`config.mk`:
```
export PLATFORM = sky130hd
export DESIGN_NAME = traffic_request_conditioner_flat
export DESIGN_NICKNAME = d
export VERILOG_FILES = /design/src/rtl/traffic_request_conditioner_pkg.sv /design/src/rtl/traffic_request_conditioner_if.sv /design/src/rtl/traffic_request_conditioner_debounce.sv /design/src/rtl/traffic_request_conditioner.sv /design/src/flat_wrapper.sv
export SDC_FILE = /design/constraint.sdc
export NUM_CORES = 1
export LEC_CHECK = 0
export ABC_AREA = 1
export BUFFER_PORTS_ARGS = -buffer_cell sky130_fd_sc_hd__buf_2
export CORE_ASPECT_RATIO = 1.5
export CORE_MARGIN = 8
export CORE_UTILIZATION = 40
export CTS_CLUSTER_DIAMETER = 150
export CTS_CLUSTER_SIZE = 28
export DETAILED_ROUTE_END_ITERATION = 8
export PLACE_DENSITY_LB_ADDON = 0.3
export SYNTH_ARGS = -nofsm -noshare
export SYNTH_HDL_FRONTEND = slang
export SYNTH_SLANG_ARGS = --single-unit
```
`constraint.sdc`:
```
create_clock -name clk -period 1.9 [get_ports clk]
set_clock_uncertainty 0.05 [all_clocks]
set_input_delay 0.095 -clock clk [delete_from_list [all_inputs] [get_ports clk]]
set_output_delay 0.095 -clock clk [all_outputs]
set_load 0.05 [all_outputs]
```
`src/rtl/traffic_request_conditioner_pkg.sv`:
```
// Shared types and default parameters for the traffic request conditioner and its controller.
package traffic_request_conditioner_pkg;

  localparam logic [2:0] LIGHT_RED = 3'b100;
  localparam logic [2:0] LIGHT_YEL = 3'b010;
  localparam logic [2:0] LIGHT_GRN = 3'b001;

  localparam int DEB_CYCLES_DEF = 4;
  localparam int RETRY_DEF      = 16;
  localparam int WINDOW_DEF     = 32;
  localparam int CNT_W_DEF      = 6;
  localparam int OVL_THRESH_DEF = 20;

  typedef enum logic [1:0] {
    ST_IDLE   = 2'd0,
    ST_REQ    = 2'd1,
    ST_WAIT   = 2'd2,
    ST_SERVED = 2'd3
  } req_state_e;

endpackage

```
`src/rtl/traffic_request_conditioner_if.sv`:
```
// Kerbside inputs, walk feedback and conditioned request outputs of the conditioner.
interface traffic_request_conditioner_if
  import traffic_request_conditioner_pkg::*;
#(
  parameter int CNT_W = CNT_W_DEF
);
  logic             raw_btn_NS;
  logic             raw_btn_EW;
  logic             loop_NS;
  logic             loop_EW;
  logic             walk_NS;
  logic             walk_EW;
  logic             button_NS;
  logic             button_EW;
  logic             vehicle_overload;
  logic             pend_NS;
  logic             pend_EW;
  logic [CNT_W-1:0] veh_cnt_NS;
  logic [CNT_W-1:0] veh_cnt_EW;

  modport master (
    output raw_btn_NS, raw_btn_EW, loop_NS, loop_EW, walk_NS, walk_EW,
    input  button_NS, button_EW, vehicle_overload, pend_NS, pend_EW,
    input  veh_cnt_NS, veh_cnt_EW
  );

  modport slave (
    input  raw_btn_NS, raw_btn_EW, loop_NS, loop_EW, walk_NS, walk_EW,
    output button_NS, button_EW, vehicle_overload, pend_NS, pend_EW,
    output veh_cnt_NS, veh_cnt_EW
  );
endinterface

```
`src/rtl/traffic_request_conditioner_debounce.sv`:
```
// Two-flop synchroniser plus consecutive-sample filter for one asynchronous level.
// rise_o is a registered one-cycle pulse coinciding with the first cycle of a debounced high.
module traffic_request_conditioner_debounce
  import traffic_request_conditioner_pkg::*;
#(
  parameter int DEB_CYCLES = DEB_CYCLES_DEF
)(
  input  logic clk,
  input  logic rst_n,
  input  logic raw_i,
  output logic rise_o
);
  localparam int CW = $clog2(DEB_CYCLES + 1);
  localparam logic [CW-1:0] CNT_LAST = CW'(DEB_CYCLES - 1);

  logic          sync1_q, sync2_q;
  logic          deb_q, deb_d;
  logic          rise_q;
  logic [CW-1:0] cnt_q, cnt_d;

  always_comb begin
    deb_d = deb_q;
    cnt_d = '0;
    if (sync2_q != deb_q) begin
      if (cnt_q == CNT_LAST) deb_d = sync2_q;
      else                   cnt_d = cnt_q + 1'b1;
    end
  end

  always_ff @(posedge clk or negedge rst_n) begin
    if (!rst_n) begin
      sync1_q <= 1'b0;
      sync2_q <= 1'b0;
      deb_q   <= 1'b0;
      cnt_q   <= '0;
      rise_q  <= 1'b0;
    end else begin
      sync1_q <= raw_i;
      sync2_q <= sync1_q;
      deb_q   <= deb_d;
      cnt_q   <= cnt_d;
      rise_q  <= deb_d & ~deb_q;
    end
  end

  assign rise_o = rise_q;
endmodule

```
`src/rtl/traffic_request_conditioner.sv`:
```
// Conditions pedestrian buttons and loop detectors into clean request pulses for the light controller.
// Request FSM (one per direction, index 0 = NS, 1 = EW):
//   state     | meaning
//   ST_IDLE   | no request outstanding
//   ST_REQ    | one-cycle request pulse, retry timer reloaded
//   ST_WAIT   | request pending, waiting for walk or retry expiry
//   ST_SERVED | walk active, further presses dropped until walk falls
module traffic_request_conditioner
  import traffic_request_conditioner_pkg::*;
#(
  parameter int DEB_CYCLES = DEB_CYCLES_DEF,
  parameter int RETRY      = RETRY_DEF,
  parameter int WINDOW     = WINDOW_DEF,
  parameter int CNT_W      = CNT_W_DEF,
  parameter int OVL_THRESH = OVL_THRESH_DEF
)(
  input logic                          clk,
  input logic                          rst_n,
  traffic_request_conditioner_if.slave bus
);
  localparam int RTW = $clog2(RETRY + 1);
  localparam logic [RTW-1:0] RETRY_LOAD = RTW'(RETRY - 1);
  localparam int WW = (WINDOW > 1) ? $clog2(WINDOW) : 1;
  localparam logic [WW-1:0] WIN_LAST = WW'(WINDOW - 1);
  localparam logic [CNT_W-1:0] CNT_MAX = '1;
  localparam logic [CNT_W-1:0] OVL_TH = CNT_W'(OVL_THRESH);

  logic [1:0] raw_btn, raw_loop, rise_btn, rise_loop, walk;

  req_state_e           state_q [2];
  req_state_e           state_d [2];
  logic [1:0][RTW-1:0]  retry_q, retry_d;
  logic [1:0]           button_q, button_d;
  logic [1:0]           pend_q, pend_d;
  logic [1:0][CNT_W-1:0] veh_q, veh_d;
  logic [WW-1:0]        win_q, win_d;
  logic                 win_tc;
  logic                 ovl_q, ovl_d;

  assign raw_btn  = {bus.raw_btn_EW, bus.raw_btn_NS};
  assign raw_loop = {bus.loop_EW, bus.loop_NS};
  assign walk     = {bus.walk_EW, bus.walk_NS};

  for (genvar g = 0; g < 2; g++) begin : g_dir
    traffic_request_conditioner_debounce #(.DEB_CYCLES(DEB_CYCLES)) u_btn_deb (
      .clk    (clk),
      .rst_n  (rst_n),
      .raw_i  (raw_btn[g]),
      .rise_o (rise_btn[g])
    );
    traffic_request_conditioner_debounce #(.DEB_CYCLES(DEB_CYCLES)) u_loop_deb (
      .clk    (clk),
      .rst_n  (rst_n),
      .raw_i  (raw_loop[g]),
      .rise_o (rise_loop[g])
    );
  end

  always_comb begin
    for (int i = 0; i < 2; i++) begin
      state_d[i] = state_q[i];
      retry_d[i] = retry_q[i];
      unique case (state_q[i])
        ST_IDLE:   if (rise_btn[i]) state_d[i] = walk[i] ? ST_SERVED : ST_REQ;
        ST_REQ:    state_d[i] = ST_WAIT;
        // walk wins over a coincident retry expiry
        ST_WAIT: begin
          if (walk[i])                state_d[i] = ST_SERVED;
          else if (retry_q[i] == '0)  state_d[i] = ST_REQ;
        end
        ST_SERVED: if (!walk[i]) state_d[i] = ST_IDLE;
        default:   state_d[i] = ST_IDLE;
      endcase
      if (state_d[i] == ST_REQ)  retry_d[i] = RETRY_LOAD;
      else if (retry_q[i] != '0) retry_d[i] = retry_q[i] - 1'b1;
      button_d[i] = (state_d[i] == ST_REQ);
      pend_d[i]   = (state_d[i] == ST_REQ) || (state_d[i] == ST_WAIT);
    end
  end

  assign win_tc = (win_q == WIN_LAST);
  assign win_d  = win_tc ? '0 : win_q + 1'b1;

  always_comb begin
    for (int i = 0; i < 2; i++) begin
      if (win_tc)                                veh_d[i] = CNT_W'(rise_loop[i]);
      else if (rise_loop[i] && veh_q[i] != CNT_MAX) veh_d[i] = veh_q[i] + 1'b1;
      else                                       veh_d[i] = veh_q[i];
    end
    ovl_d = win_tc && ((veh_q[0] >= OVL_TH) || (veh_q[1] >= OVL_TH));
  end

  always_ff @(posedge clk or negedge rst_n) begin
    if (!rst_n) begin
      for (int i = 0; i < 2; i++) state_q[i] <= ST_IDLE;
      retry_q  <= '0;
      button_q <= '0;
      pend_q   <= '0;
      veh_q    <= '0;
      win_q    <= '0;
      ovl_q    <= 1'b0;
    end else begin
      for (int i = 0; i < 2; i++) state_q[i] <= state_d[i];
      retry_q  <= retry_d;
      button_q <= button_d;
      pend_q   <= pend_d;
      veh_q    <= veh_d;
      win_q    <= win_d;
      ovl_q    <= ovl_d;
    end
  end

  assign bus.button_NS        = button_q[0];
  assign bus.button_EW        = button_q[1];
  assign bus.pend_NS          = pend_q[0];
  assign bus.pend_EW          = pend_q[1];
  assign bus.veh_cnt_NS       = veh_q[0];
  assign bus.veh_cnt_EW       = veh_q[1];
  assign bus.vehicle_overload = ovl_q;
endmodule
```
`src/flat_wrapper.sv`:
```
// flat-port wrapper written by rule: the top's interface ports become plain ports
module traffic_request_conditioner_flat import traffic_request_conditioner_pkg::*;
#(
  parameter int DEB_CYCLES = DEB_CYCLES_DEF,
  parameter int RETRY      = RETRY_DEF,
  parameter int WINDOW     = WINDOW_DEF,
  parameter int CNT_W      = CNT_W_DEF,
  parameter int OVL_THRESH = OVL_THRESH_DEF
)
  (clk, rst_n, bus_raw_btn_NS, bus_raw_btn_EW, bus_loop_NS, bus_loop_EW, bus_walk_NS, bus_walk_EW, bus_button_NS, bus_button_EW, bus_vehicle_overload, bus_pend_NS, bus_pend_EW, bus_veh_cnt_NS, bus_veh_cnt_EW);
  traffic_request_conditioner_if #(.CNT_W(CNT_W)) bus_i ();
  input logic clk;
  input logic rst_n;
  input wire logic [$bits(bus_i.raw_btn_NS)-1:0] bus_raw_btn_NS;
  input wire logic [$bits(bus_i.raw_btn_EW)-1:0] bus_raw_btn_EW;
  input wire logic [$bits(bus_i.loop_NS)-1:0] bus_loop_NS;
  input wire logic [$bits(bus_i.loop_EW)-1:0] bus_loop_EW;
  input wire logic [$bits(bus_i.walk_NS)-1:0] bus_walk_NS;
  input wire logic [$bits(bus_i.walk_EW)-1:0] bus_walk_EW;
  output wire logic [$bits(bus_i.button_NS)-1:0] bus_button_NS;
  output wire logic [$bits(bus_i.button_EW)-1:0] bus_button_EW;
  output wire logic [$bits(bus_i.vehicle_overload)-1:0] bus_vehicle_overload;
  output wire logic [$bits(bus_i.pend_NS)-1:0] bus_pend_NS;
  output wire logic [$bits(bus_i.pend_EW)-1:0] bus_pend_EW;
  output wire logic [$bits(bus_i.veh_cnt_NS)-1:0] bus_veh_cnt_NS;
  output wire logic [$bits(bus_i.veh_cnt_EW)-1:0] bus_veh_cnt_EW;
  assign bus_i.raw_btn_NS = bus_raw_btn_NS;
  assign bus_i.raw_btn_EW = bus_raw_btn_EW;
  assign bus_i.loop_NS = bus_loop_NS;
  assign bus_i.loop_EW = bus_loop_EW;
  assign bus_i.walk_NS = bus_walk_NS;
  assign bus_i.walk_EW = bus_walk_EW;
  assign bus_button_NS = bus_i.button_NS;
  assign bus_button_EW = bus_i.button_EW;
  assign bus_vehicle_overload = bus_i.vehicle_overload;
  assign bus_pend_NS = bus_i.pend_NS;
  assign bus_pend_EW = bus_i.pend_EW;
  assign bus_veh_cnt_NS = bus_i.veh_cnt_NS;
  assign bus_veh_cnt_EW = bus_i.veh_cnt_EW;
  traffic_request_conditioner #(.DEB_CYCLES(DEB_CYCLES), .RETRY(RETRY), .WINDOW(WINDOW), .CNT_W(CNT_W), .OVL_THRESH(OVL_THRESH)) u_core (.clk(clk), .rst_n(rst_n), .bus(bus_i));
endmodule
```
==> impl_metrics.tcl, run 1 <==
set metrics [dict create \
    cp-start-kind "flop" \
    ys_seq_area_frac 0.569 \
    hpwl_microns 3210 \
    die_w_microns 84.5 \
    antenna_found_initial 0 \
    avgViaCountPerCell 4.78 \
    finalHoldViolCount 0 \
    yosysUniqueCellTypes 27 \
    drive_gt1_frac 0.186 \
    gp_congestion 0.777 \
    cts_made_buffers 9 \
    slew_headroom 0.756 \
    wl_microns 4640 \
    die_h_microns 119 \
    final_core_util 0.485 \
    path_class "flop to flop" \
    p_per_area_mw_per_mm2 1280 \
    clk_pin_slew_ns 0.07 \
    status "completed" \
    crit_fanout 8 \
    fin_nets 359 \
    period_share 0.926 \
    num_rows 37 \
    grt_use_total 0.105 \
    ant_nets 0 \
    io_buffer_count 24 \
    ir_drop_uv 691 \
    drv_cap 0 \
    start_util 0.411 \
    drc 0 \
    power_mw 4.26 \
    die_area_sq_mm 0.0100 \
    drt_iter0_drc 87 \
    cp_data_required_time_ns 2.08 \
    fmax_ghz 0.568 \
    core_region_area_sq_mm 0.00685 \
    slew_viol_final 0 \
    pin_count 25 \
    drtPass1Iterations 4 \
    setup-tns-final_ns 0 \
    min_period_ns 1.76 \
    wl_per_cell_microns 11.1 \
    overflow 0 \
    grt_pass1_wl_microns 8520 \
    yosys_register_bits 64 \
    setup_viol 0 \
    cts.sinks 64 \
    tritoncts "built" \
    cts_buffer_depth 2 \
    syn_inst 291 \
    syn_to_final_growth_pct 17.9 \
    vias 1994 \
    syn_area_per_cell_sq_um 9.68 \
    grt_start_max_net_pins 65 \
    worstSkewPairLatency_ns 0.33 \
    postSynthNetCount 315 \
    worst_slew_pin_slew_ns 0.365 \
    dp_slack_ns 0.110 \
    yosys_warnings 0 \
    hold_class "input pin to flop" \
    antenna_cells 0 \
    netlist_area_sq_mm 0.00282 \
    cts_root_buffer "clkbuf_8" \
    layout_setup_ws_ns 0.140 \
    grt_pass1_vias 2035 \
    p_leak_nw 1.70 \
    arrival_ns 1.94 \
    cp-end-kind "flop" \
    htree_num_levels 3 \
]
[logic make-up (layout without fill, tap and decap cells)]
logic type	after synthesis	after routing	share of synthesized area
buf+inv	44	92	0.0591
xor+xnor	8	8	0.0249
fa+ha+maj	16	16	0.0711
compound gates	29	29	0.0595
simple gates	130	130	0.217
flops	64	64	0.569
[power by group]
group          switching (mW)  leakage [nW]  internal [mW]
Combinational           0.854         0.798          0.467
Clock                   0.482        0.0882          0.533
Sequential              0.226         0.811           1.70
[routing by layer]
| metal | track usage | vias to the layer above | wire, microns |
|---|---|---|---|
| li1 | - | 1015 | - |
| met1 | 0.109 | 945 | 2030 |
| met2 | 0.172 | 26 | 2250 |
| met3 | 0.0423 | 8 | 262 |
| met4 | 0.0638 | 0 | 104 |
| met5 | 0 | - | 0 |
[Yosys cell counts, drive strengths merged]
cell type / instances / area [sq um]
o21bai: 1 / 7.51
xnor2: 6 / 52.6
clkinv: 1 / 3.75
nor2: 29 / 148
a21oi: 7 / 35.0
nor3: 12 / 65.1
buf: 1 / 5.00
nand3: 19 / 110
a41oi: 1 / 16.3
ha: 16 / 200
inv: 42 / 158
a21boi: 1 / 7.51
dfrtp: 64 / 1600
xor2: 2 / 17.5
nor3b: 4 / 30.0
o211ai: 2 / 15.0
nand2: 62 / 233
nand4: 4 / 25.0
o21ai: 16 / 80.1
a31oi: 1 / 6.26
[worst max-delay path: stages, from the launching register on]
cell and delay, ns:
dfrtp_1 0.38, inv_1 0.12, ha_1 0.24, nand3_4 0.13, nand2_1 0.08, nand2_1 0.08, nor3_4 0.15, ha_2 0.24
inv_1 0.07, nand3_1 0.08, nor2_1 0.04
[flip-flops by register name, summed over array words and instances, names as in the netlist]
signal / flops
u_core.g_dir.u_btn_deb.sync1_q: 2
u_core.state_q: 4
u_core.g_dir.u_loop_deb.sync2_q: 2
u_core.win_q: 5
u_core.bus.veh_cnt_EW: 6
u_core.g_dir.u_btn_deb.cnt_q: 6
u_core.g_dir.u_loop_deb.deb_q: 2
u_core.bus.vehicle_overload: 1
u_core.g_dir.u_loop_deb.cnt_q: 6
u_core.g_dir.u_loop_deb.sync1_q: 2
u_core.pend_q: 2
u_core.g_dir.u_btn_deb.deb_q: 2
u_core.button_q: 2
u_core.bus.veh_cnt_NS: 6
u_core.g_dir.u_loop_deb.rise_o: 2
u_core.retry_q: 10
u_core.g_dir.u_btn_deb.rise_o: 2
u_core.g_dir.u_btn_deb.sync2_q: 2
[cell type report]
cell class | instances | area (sq um)
multi-input combinational | 183 | 1060
clock buffer | 12 | 155
fill | 660 | 3530
clock inverter | 3 | 17.5
tap | 78 | 97.6
inverter | 43 | 161
sequential | 64 | 1600
timing repair buffer | 34 | 223
[path summary, 6_finish.rpt]
check	cells past startpoint	start	slack [ns]	to
setup reg to reg	10	u_core.retry_q[0]	0.14	u_core.retry_q[4]
max in group asynchronous	3	rst_n	1.28	u_core.g_dir[0].u_btn_deb.cnt_q[2]
min in group asynchronous	3	rst_n	0.23	u_core.bus.veh_cnt_NS[4]
setup / recovery	10	u_core.retry_q[0]	0.14	u_core.retry_q[4]
hold reg to reg	0	u_core.g_dir[0].u_btn_deb.sync1_q	0.30	u_core.g_dir[0].u_btn_deb.sync2_q
hold / removal	5	bus_walk_EW	0.04	u_core.state_q[1]
[metrics by stage]
stage	area [sq um]	instances	hold WS [ns]
3_3_place_gp	3060	395	0.0842
4_1_cts	3300	416	0.0233
2_1_floorplan	2820	291	-0.251
3_5_place_dp	3060	395	0.0856
6_report	3320	417	0.0374
5_1_grt	3320	417	0.0738
[cells in the final DEF, fill, tap and decap left out, types with 2 or more instances in the layout]
master,count
a21oi_1,7
o21ai_0,4
nor2_4,2
nand3_1,16
dlygate4sd3_1,6
nand3_2,2
dfrtp_1,64
nor3b_1,4
clkbuf_8,11
o211ai_1,2
buf_2,24
nand4_1,4
nor2_2,3
buf_4,3
nor2_1,23
xnor2_1,6
o21ai_1,12
clkinv_2,2
nand2_1,62
nor3_1,11
inv_2,9
ha_1,15
xor2_1,2
inv_1,33
[repair_timing]
item / 4_1_cts / 5_1_grt
endpoints found under the hold margin: 69 / 0
buffers inserted: 0 / 1
hold buffers: 6 / 0
endpoints found under the setup margin: 0 / 2
gates resized for setup: 0 / 3
Power figures use the tool's default switching activity.
==> inputs of run 2 (changes only) <==
--- a/config.mk
+++ b/config.mk
@@ -14,6 +14,7 @@
 export CTS_CLUSTER_SIZE = 28
 export DETAILED_ROUTE_END_ITERATION = 8
 export PLACE_DENSITY_LB_ADDON = 0.3
+export SETUP_SLACK_MARGIN = 0.3
 export SYNTH_ARGS = -nofsm -noshare
 export SYNTH_HDL_FRONTEND = slang
 export SYNTH_SLANG_ARGS = --single-unit
==> run 2 against run 1 <==
Effect of this change:
- routed wire length up 4.2%
- utilization up 2.5 points
- die area unchanged
- critical path depth unchanged
- worst hold slack better by 0.0052 ns
- sequential share of layout area down 2.3 points
- power up 8.2%
- first-iteration DRC count down 22%
- global-route usage down 0.26 points
- clock power up 7%
- cell count up 3.1%
- largest cell class unchanged
- largest power group unchanged
==> impl_metrics.tcl, run 2 (synthesized netlist as in run 1, its figures left out) <==
set metrics [dict create \
    status "completed" \
    slew_viol_final 0 \
    holdWs_ns 0.0427 \
    crit_fanout 4 \
    cts.sinks 64 \
    pin_count 25 \
    overflow 0 \
    tritoncts "built" \
    mostFrequentLayoutCell "dfrtp_1" \
    arrival_ns 1.74 \
    rrSetupSlack_ns 0.34 \
    clk_pin_slew_ns 0.06 \
    p_per_area_mw_per_mm2 1320 \
    worst_slew_pin_slew_ns 0.598 \
    die_w_microns 84.5 \
    cts_made_buffers 9 \
    io_buffer_count 24 \
    busiest_layer "met2" \
    dp.cells 396 \
    crit_buf_inv 2 \
    use_met3 0.0368 \
    rr_worst_depth 10 \
    grt_pass1_vias 1959 \
    largest-register "u_core.retry_q" \
    antenna_found_initial 0 \
    htree_num_levels 3 \
    cts_root_buffer "clkbuf_8" \
    grt_pass1_wl_microns 8380 \
    period_share 0.823 \
    regToRegStartpoint "u_core.retry_q[1]" \
    finalHoldViolCount 0 \
    path_class "flop to flop" \
    drc 0 \
    syn_to_final_growth_pct 24.0 \
    wl_per_cell_microns 11.3 \
    grt_setup_unrepaired "yes" \
    die_h_microns 119 \
    path_cells "inv_2, ha_4, nand3_4, nand2_2, nand2_2, nor3_4, ha_2, inv_2, nand3_2, nor2_1" \
    largest_reg_flops 10 \
    final_core_util 0.510 \
    slowest_stage "dfrtp_1" \
    fin_area_sq_mm 0.00349 \
    vias 2079 \
    fmax_ghz 0.640 \
    power_mw 4.61 \
    core_region_area_sq_mm 0.00685 \
    num_rows 37 \
    cp-end-kind "flop" \
    start_util 0.411 \
    multi_input_area_sq_mm 0.00115 \
    slowest_delay_ns 0.40 \
    dpl_cell_area_sq_mm 0.00308 \
    path_depth 10 \
    final_cell_mix "dfrtp_1, nand2_1, inv_1" \
    cts_buffer_depth 2 \
    p_leak_nw 1.75 \
    cp_top_family "simple AND/OR/NAND/NOR gates" \
    cp_data_required_time_ns 2.07 \
    layout_setup_ws_ns 0.337 \
    grt_start_max_net_pins 29 \
    grt_use_met1 0.111 \
    hpwl_microns 3320 \
    drtPass1Iterations 4 \
    ant_nets 0 \
    slew_headroom 0.602 \
    met2_usage 0.166 \
    grt_use_total 0.102 \
    drive_gt1_frac 0.264 \
    ir_drop_uv 905 \
    cp-start-kind "flop" \
    antenna_cells 0 \
    drv_cap 0 \
    fin_nets 371 \
    avgViaCountPerCell 4.83 \
    regArea_sq_mm 0.00160 \
    setup.worst_path.end "u_core.retry_q[4]" \
    final_cells 430 \
    worstSkewPairLatency_ns 0.33 \
    crit_start "u_core.retry_q[1]" \
    min_period_ns 1.56 \
    num-fill-cells 635 \
    r2r-end "u_core.retry_q[4]" \
    dp_slack_ns 0.160 \
    hold_class "input pin to flop" \
    drt_iter0_drc 68 \
    setup_viol 0 \
    setup-tns-final_ns 0 \
    gp_congestion 0.797 \
    die_area_sq_mm 0.0100 \
    wl_microns 4840 \
]
## run 2: cell types whose count changed in the layout (fill, tap and decap cells not counted), sizes merged
| cell | previous run | this run |
|---|---|---|
| dlygate4sd3 | 6 | 5 |
| bufinv | 0 | 1 |
| buf | 28 | 41 |
| clkinv | 3 | 2 |
| clkbuf | 12 | 13 |
## run 2: layer usage
metal  part of all wire  vias up
met4              0.021        0
met5                  0        -
met2               0.50       35
met3              0.044       11
li1                   -     1042
met1               0.43      991
## run 2: how the worst min path moves through the flow
stage | from | endpoint | slack, ns | cells after the start
global route | bus_walk_NS | u_core.state_q[2] | 0.06 | 3
CTS | bus_walk_NS | u_core.state_q[2] | 0.01 | 3
detailed placement | rst_n | u_core.bus.veh_cnt_NS[3] | 0.09 | 1
global placement | rst_n | u_core.bus.veh_cnt_NS[3] | 0.1 | 1
floorplan | rst_n | u_core.bus.veh_cnt_EW[0] | -0.25 | 0
finish | bus_walk_NS | u_core.state_q[2] | 0.04 | 3
## run 2: cell type report
cell class / instances / area share
flip-flops and latches: 64 / 0.459
repair buffers: 46 / 0.0853
well taps: 78 / 0.0279
inverters: 43 / 0.0469
clock inverters: 3 / 0.0122
multi-input cells: 183 / 0.329
clock buffers: 13 / 0.0398
## run 2: worst register-to-register path, delay by kind of cell, from the launching register on
| family | cells | cell delay [ns] |
|---|---|---|
| and+or+nand+nor | 6 | 0.47 |
| DFF | 1 | 0.40 |
| adders and majority gates | 2 | 0.39 |
| buffers and inverters | 2 | 0.15 |
## run 2: what timing repair did
| action | 4_1_cts | 5_1_grt |
|---|---|---|
| pin swaps | 4 | 10 |
| endpoints found under the setup margin | 12 | 22 |
| resized for setup | 7 | 14 |
| hold endpoints to repair | 29 | 0 |
| setup buffers | 1 | 12 |
| hold buffers | 5 | 0 |
## run 2: report_power, final
| part | switching [mW] | internal, mW |
|---|---|---|
| Combinational | 0.940 | 0.632 |
| Sequential | 0.256 | 1.70 |
| Clock | 0.473 | 0.606 |
| Total | 1.67 | 2.94 |
==> inputs of run 3 (changes only) <==
==> constraint.sdc (replaced) <==
create_clock -name clk -period 1.35 [get_ports clk]
set_clock_uncertainty 0.05 [all_clocks]
set_input_delay 0.0675 -clock clk [delete_from_list [all_inputs] [get_ports clk]]
set_output_delay 0.0675 -clock clk [all_outputs]
set_load 0.05 [all_outputs]
==> run 3 against run 2 <==
Effect of this change:
- the flow now finishes with violations (negative setup slack)
- maximum frequency increased by 3.4%
- clock power increased by 30%
- count of clock-buffer cells in the layout decreased by 1
- largest cell class unchanged
==> impl_metrics.tcl, run 3 (synthesized netlist as in run 1, its figures left out) <==
set metrics [dict create \
    status "complete, but fails checks" \
    violations "negative setup slack" \
    r2r-end "u_core.retry_q[4]" \
    hpwl_microns 3730 \
    antenna_found_initial 0 \
    final_cells 469 \
    die_w_microns 84.5 \
    path_cells "inv_2, ha_4, nand3_4, nand2_1, nand2_1, nor3_2, ha_2, inv_2, nand3_2, nor2_1" \
    htree_num_levels 3 \
    ir_drop_uv 1060 \
    grt_setup_unrepaired "yes" \
    ant_nets 0 \
    power_mw 7.30 \
    drtPass1Iterations 4 \
    final_core_util 0.610 \
    cts_made_buffers 9 \
    io_buffer_count 24 \
    fmax_ghz 0.661 \
    cp_data_required_time_ns 1.53 \
    core_region_area_sq_mm 0.00685 \
    dp.cells 421 \
    drc 0 \
    syn_to_final_growth_pct 48.5 \
    pin_count 25 \
    num_rows 37 \
    cts_buffer_depth 2 \
    grt_pass1_wl_microns 10200 \
    cp_top_family "simple AND/OR/NAND/NOR gates" \
    cts.sinks 64 \
    dpl_cell_area_sq_mm 0.00339 \
    fin_area_sq_mm 0.00418 \
    cp-end-kind "flop" \
    slowest_stage "dfrtp_1" \
    crit_buf_inv 2 \
    avgViaCountPerCell 4.82 \
    die_h_microns 119 \
    layout_setup_ws_ns -0.162 \
    drv_cap 0 \
    dp_slack_ns -0.267 \
    final_cell_mix "dfrtp_1, nand2_1, buf_4" \
    antenna_cells 0 \
    wl_microns 5880 \
    grt_start_max_net_pins 34 \
    drt_iter0_drc 82 \
    p_leak_nw 1.99 \
    worstSkewPairLatency_ns 0.34 \
    path_class "flop to flop" \
    crit_fanout 4 \
    clk_pin_slew_ns 0.07 \
    slew_viol_final 0 \
    largest_reg_flops 10 \
    vias 2259 \
    min_period_ns 1.51 \
    holdWs_ns 0.0737 \
    drive_gt1_frac 0.463 \
    cts_root_buffer "clkbuf_8" \
    multi_input_area_sq_mm 0.00134 \
    setup_viol 24 \
    finalHoldViolCount 0 \
    worstHoldStart "bus_walk_EW" \
    setup-tns-final_ns -1.35 \
    worst_slew_pin_slew_ns 0.429 \
    rr_worst_depth 10 \
    slowest_delay_ns 0.40 \
    regArea_sq_mm 0.00161 \
    num-fill-cells 556 \
    arrival_ns 1.70 \
    hold_class "input pin to flop" \
    tritoncts "built" \
    cp-start-kind "flop" \
    hold_path_end "u_core.state_q[0]" \
    slew_headroom 0.714 \
    start_util 0.411 \
    mostFrequentLayoutCell "dfrtp_1" \
    wl_per_cell_microns 12.5 \
    overflow 0 \
    period_share 1.12 \
    hold_path_depth 5 \
    largest-register "u_core.retry_q" \
    grt_pass1_vias 2378 \
    rrSetupSlack_ns -0.16 \
    grt_use_total 0.126 \
    fin_nets 410 \
    p_per_area_mw_per_mm2 1740 \
    regToRegStartpoint "u_core.retry_q[0]" \
    die_area_sq_mm 0.0100 \
    gp_congestion 0.777 \
]
-- run 3: worst min-delay path, cell delays in order --
cell and delay (ns):
buf_2 0.09, inv_1 0.05, o21ai_1 0.07, nand2_1 0.06
nand2_2 0.08
-- run 3: per-layer routing --
| layer | track usage | vias up | part of all wire |
|---|---|---|---|
| met2 | 0.228 | 43 | 0.55 |
| met3 | 0.0402 | 13 | 0.049 |
| met5 | 0 | - | 0 |
| met1 | 0.121 | 1079 | 0.38 |
| li1 | - | 1124 | - |
| met4 | 0.0728 | 0 | 0.024 |
-- run 3: worst max-delay path by stage --
stage                      start                end  slack, ns  cells past startpoint
6_report       u_core.retry_q[0]  u_core.retry_q[4]      -0.16                     10
3_5_place_dp   u_core.retry_q[1]  u_core.retry_q[4]      -0.27                     10
2_1_floorplan  u_core.retry_q[1]  u_core.retry_q[4]      -0.26                     10
4_1_cts        u_core.retry_q[0]  u_core.retry_q[4]      -0.16                     10
3_3_place_gp   u_core.retry_q[1]  u_core.retry_q[4]      -0.22                     10
5_1_grt        u_core.retry_q[0]  u_core.retry_q[4]      -0.24                     10
-- run 3: where the power goes --
group          total [mW]  internal [mW]  switching (mW)
combinational        3.14           1.54            1.60
sequential           2.75           2.40           0.352
clock                1.40          0.704           0.699
total                7.30           4.64            2.65
-- run 3: repair_timing --
item	4_1_cts	5_1_grt
pin swaps	24	14
resized for setup	84	21
buffers inserted	16	11
setup endpoints to repair	52	59
endpoints found under the hold margin	68	0
hold buffers	5	0
-- run 3: area by class of cell --
type                            instances  area share
Timing Repair Buffer                   85       0.191
Clock buffer                           12      0.0347
Tap cell                               78      0.0233
Multi-Input combinational cell        183       0.320
Clock inverter                          4     0.00479
Inverter                               43      0.0404
Sequential cell                        64       0.386
